**src/rtl/thermo_ctrl.sv**
```systemverilog
// thermo_ctrl: hysteresis heat/cool controller with per-state dwell time and stale-sensor watchdog
module thermo_ctrl #(
  parameter int HYST = 1,
  parameter int MIN_DWELL_CYC = 100_000_000,
  parameter int STALE_CYC = 200_000_000,
  parameter int CNT_W = 28
) (
  input  logic       clk_i,
  input  logic       rst_i,
  input  logic       enable_i,
  input  logic       temp_valid_i,
  input  logic [7:0] current_temp,
  input  logic [3:0] set_temp,
  output logic       heat_o,
  output logic       cool_o,
  output logic [1:0] state_o,
  output logic       fault_o
);
  typedef enum logic [1:0] {IDLE = 2'b00, HEAT = 2'b01, COOL = 2'b10, FAULT = 2'b11} state_t;
  state_t state, nxt;
  logic [CNT_W-1:0] dwell, wd;
  logic [8:0] s, t, h, lo, hi;
  always_comb begin
    s = {5'b0, set_temp};
    t = {1'b0, current_temp};
    h = 9'(HYST);
    lo = s >= h ? s - h : 9'd0;
    hi = s + h;
    nxt = state;
    if (!enable_i) nxt = IDLE;
    else if (temp_valid_i) begin
      if (state == FAULT) nxt = IDLE;
      else if (dwell == '0)
        nxt = state == IDLE ? (t < lo ? HEAT : t > hi ? COOL : IDLE) :
              state == HEAT ? (t >= s ? IDLE : HEAT) :
                              (t <= s ? IDLE : COOL);
    end else if (wd >= CNT_W'(STALE_CYC)) nxt = FAULT;
  end
  // Watchdog saturates at STALE_CYC so staying in FAULT never re-arms anything.
  always_ff @(posedge clk_i) begin
    if (rst_i) begin
      state <= IDLE;
      dwell <= '0;
      wd <= '0;
    end else begin
      state <= nxt;
      dwell <= nxt != state ? CNT_W'(MIN_DWELL_CYC) : dwell == '0 ? '0 : dwell - 1'b1;
      wd <= (!enable_i || temp_valid_i) ? '0 : wd >= CNT_W'(STALE_CYC) ? wd : wd + 1'b1;
    end
  end
  assign heat_o = state == HEAT;
  assign cool_o = state == COOL;
  assign fault_o = state == FAULT;
  assign state_o = state;
endmodule

```
**config.mk**
```make
export PLATFORM = sky130hd
export DESIGN_NAME = thermo_ctrl
export DESIGN_NICKNAME = d
export VERILOG_FILES = /design/src/rtl/thermo_ctrl.sv
export SDC_FILE = /design/constraint.sdc
export NUM_CORES = 1
export LEC_CHECK = 0
export ABC_CLOCK_PERIOD_IN_PS = 7220
export BUFFER_PORTS_ARGS = -buffer_cell sky130_fd_sc_hd__buf_2
export CORE_ASPECT_RATIO = 1.2
export CORE_UTILIZATION = 65
export CTS_CLUSTER_SIZE = 28
export DETAILED_ROUTE_END_ITERATION = 12
export GPL_TIMING_DRIVEN = 0
export PLACE_DENSITY = 0.91
export SYNTH_ARGS = -nofsm -noshare
export SYNTH_HDL_FRONTEND = slang
export SYNTH_SLANG_ARGS = --single-unit
```
**constraint.sdc**
```tcl
create_clock -name clk_i -period 7.22 [get_ports clk_i]
set_input_delay 1.083 -clock clk_i [delete_from_list [all_inputs] [get_ports clk_i]]
set_output_delay 1.083 -clock clk_i [all_outputs]
set_load 0.02 [all_outputs]
```
==> summary.md <==
| Metric | Value |
|---|---|
| Effective utilization at floorplan | 0.678 |
| Fin crit share | 0.567 |
| Total global-route track usage | 0.319 |
| Min Tclk post-route | a little over 4 ns |
| Area delta synth->final | 11.8% |
| Clock skew after layout | 0.00877 ns |
| Number of standard cells after synthesis | 432 |
| Sequential area share after synthesis | 0.321 |
| HPWL after detailed placement | ~6000 um |
| Area of the mapped netlist | 0.00362 mm2 |
| Largest net degree at the start of global routing | 11 |
| R2r startpoint | dwell[14] |
| Min-Delay Path Depth | 2 |
| Max-slew headroom at the worst pin | 0.595 |
| Top cell type by total area after synthesis | sky130_fd_sc_hd__dfxtp_1 |
| Maximum achievable frequency | ~240 MHz |
| Async set or reset register ratio after synthesis | 0 |
| Syn Area/Cell | around 8.4 um2 |
| Buffers inserted during post-CTS setup optimization | 0 |
| CTS tree | yes |
| Clock Sinks | between 50 and 60 |
| Number of rows in the core area | 29 |
| Power per Cell Area | roughly 310 mW/mm2 |
| Layout cell share with drive strength beyond 1 | 0.126 |
| Hold-critical path endpoint | wd[3] |
| Post-route antenna net violation count | 0 |
| Vertical die dimension | 83.7 um |
| Start point of the worst min-delay path | wd[3] |
| Count of yosys warnings during synthesis | 0 |
| Boundary Pins | 21 |
| Instance area after placement | approximately 0.0038 mm2 |
| Leading cell type in the layout, fill and taps excluded | sky130_fd_sc_hd__dfxtp_1 |
| 1st-pass router iterations | 5 |
| Number of cell instances on the worst register-to-register path | 8 |
| Quantity of I/O buffers inserted on ports | 19 |
| Nets in the synthesized netlist | around 470 |
| Pins Over Slew Limit | 0 |
| Horizontal die dimension | roughly 70 um |
| Category of the worst setup path capture point | flip-flop |
| Reported max-cap violation count | 0 |
| Clock slew seen by the registers of the worst setup and hold paths | roughly 0.070 ns |
| Vias in the first global route | 3341 |
| Overall die area | between 0.005 and 0.006 mm2 |
| Critical Path Source | set_temp[1] |
| CTS H-tree depth | 3 |
| Crit Path Class | input port to flip-flop |
| Fillers | 370 |
| Num CTS Buffers | 9 |
| Detail-routed via count per cell | around 6.4 |
| FF-to-FF End | dwell[13] |
| Count of vias placed by the detailed router | 3391 |
| CP max FO | 10 |
| Worst setup SP type | input port |
| Slew @ Worst Pin | about 0.6 ns |
| Most instantiated flip-flop cell in the synthesis netlist | sky130_fd_sc_hd__dfxtp_1 |
| Avg WL per Cell | around 17 um |
| Final setup violating endpoints | 0 |
| Final routed DRC violation total | 0 |
| Arr. time, crit path | 4.31 ns |
| Commonest cells after routing, fill and taps aside | sky130_fd_sc_hd__dfxtp_1 (58), sky130_fd_sc_hd__nor2_1 (49), sky130_fd_sc_hd__nand2_1 (38), sky130_fd_sc_hd__xor2_1 (25), sky130_fd_sc_hd__nor3_1 (23) |
| Register-to-Register Setup Slack | about 4.4 ns |
| Finished layout cell area | between 0.004 and 0.005 mm2 |
| Final hold vios | 0 |
| Routability congestion estimate from global placement | ~0.9 |
| Setup repair after global routing missed its margin | false |
| Area fraction of the dominant cell type after synthesis | 0.321 |
| N_diodes | 0 |
| Aggregate global routing overflow | 0 |
| Total number of nets in the final design | 499 |
| Flip-flop and latch count after synthesis | 58 |
| Maximum root-to-sink buffer count | 2 |
| Data required, critical path | around 7.4 ns |
| Number of gates resized after cts | 0 |
| Outcome | completed |
| Number of synthesized flops with an enable pin | 0 |
| Worst-skew pair later-pin latency | about 0.35 ns |
| Yosys cell types | a little under 60 |
| Total routed wirelength | about 8800 um |
| Leakage dissipation | about 1.6 nW |
| Root buffer cell | sky130_fd_sc_hd__clkbuf_8 |
| Cells taking the most area after synthesis | sky130_fd_sc_hd__dfxtp_1 (32%), sky130_fd_sc_hd__ha_1 (7.3%), sky130_fd_sc_hd__xor2_1 (6.1%) |
| Initial antenna violation count | 0 |
| Wire length of the first global-routing pass | between 15000 and 20000 um |
| Worst IR drop on VDD | approximately 0.26 mV |
| Hold WC Path Type | flip-flop to flip-flop |
| Core Area | 0.00533 mm2 |
| Hold buffers post-CTS | 0 |
| Accumulated negative setup slack | 0 ns |
| Starting DRC count in detailed routing | around 220 |
==> worst max-delay path: stages <==
cell and delay (ns):
sky130_fd_sc_hd__buf_2 0.12, sky130_fd_sc_hd__inv_1 0.08, sky130_fd_sc_hd__ha_1 0.19, sky130_fd_sc_hd__or3_1 0.35, sky130_fd_sc_hd__or3_1 0.34, sky130_fd_sc_hd__nand2_1 0.08, sky130_fd_sc_hd__ha_1 0.23, sky130_fd_sc_hd__a21oi_1 0.16
sky130_fd_sc_hd__o221ai_1 0.12, sky130_fd_sc_hd__a22oi_1 0.32, sky130_fd_sc_hd__o21ai_2 0.10, sky130_fd_sc_hd__nor4b_2 0.20, sky130_fd_sc_hd__a311oi_4 0.49, sky130_fd_sc_hd__buf_2 0.32, sky130_fd_sc_hd__a31oi_1 0.12
==> final cells by class <==
| type | count | area (um2) | area share |
|---|---|---|---|
| plain buffers | 17 | 88.8 | 0.0220 |
| clock buffers | 12 | 155 | 0.0384 |
| clock inverters | 4 | 97.6 | 0.0241 |
| inverters | 13 | 48.8 | 0.0121 |
| multi-input cells | 344 | 2320 | 0.574 |
| flip-flops and latches | 58 | 1160 | 0.287 |
| well taps | 62 | 77.6 | 0.0192 |
| repair buffers | 19 | 95.1 | 0.0235 |
==> worst max path at each step <==
| stage | end | slack, ns |
|---|---|---|
| 6_report | dwell[13] | 3.13 |
| 5_1_grt | dwell[13] | 2.93 |
| 4_1_cts | dwell[13] | 3.16 |
| 3_5_place_dp | dwell[16] | 2.84 |
| 3_3_place_gp | dwell[24] | 2.86 |
| 2_1_floorplan | dwell[1] | 3.37 |
==> where the power goes <==
part	switching, mW	internal (mW)
Clock	0.137	0.248
Sequential	0.0563	0.375
Combinational	0.245	0.195
==> logic make-up (layout without fill, tap and decap cells) <==
group                    Yosys count  after routing  synth area share
multiplexers                       5              5            0.0138
adder cells (fa/ha/maj)           21             21            0.0726
buffers and inverters             30             65            0.0380
AND/OR/NAND/NOR                  221            221             0.346
XOR/XNOR                          45             45             0.109
flip-flops                        58             58             0.321
AO/OA/AOI/OAI                     52             52            0.0999
==> through the flow <==
step / total power [mW] / hold slack [ns] / setup WS, ns / instances / util
final: 1.26 / 0.528 / 3.13 / 529 / 0.758
after CTS: 1.25 / 0.532 / 3.16 / 529 / 0.758
after detailed placement: 0.858 / 0.489 / 2.84 / 513 / 0.711
after global routing: 1.32 / 0.542 / 2.93 / 529 / 0.758
after global placement: 0.841 / 0.470 / 2.86 / 513 / 0.711
after floorplan: 0.772 / 0.462 / 3.37 / 432 / -
==> sequential cells by signal (all words and copies together), names as in the netlist <==
register / cells
dwell: 28
wd: 28
state_o: 2
==> cells in the mapped netlist, drive strengths merged (3+ instances only) <==
library cell / instances
mux2i: 5
ha: 21
nor2: 51
and4: 8
or2: 3
buf: 4
and3: 10
dfxtp: 58
nand2: 38
nand3: 15
nor3: 26
nand4b: 3
inv: 13
o21ai: 9
or4: 6
nor4b: 5
xor2: 25
nor2b: 5
clkbuf: 13
nand2b: 5
nand4: 10
or3: 12
xnor2: 20
a21oi: 12
nor4: 14
a31oi: 13
and2: 3
==> layer usage <==
| layer | vias up | global-route usage | wire (um) |
|---|---|---|---|
| li1 | 1619 | - | - |
| met1 | 1619 | 0.368 | 3590 |
| met2 | 127 | 0.560 | 4540 |
| met3 | 26 | 0.0543 | 440 |
| met4 | 0 | 0.160 | 246 |
| met5 | - | 0 | 0 |
Note: power is estimated with default switching activity, not from simulation.
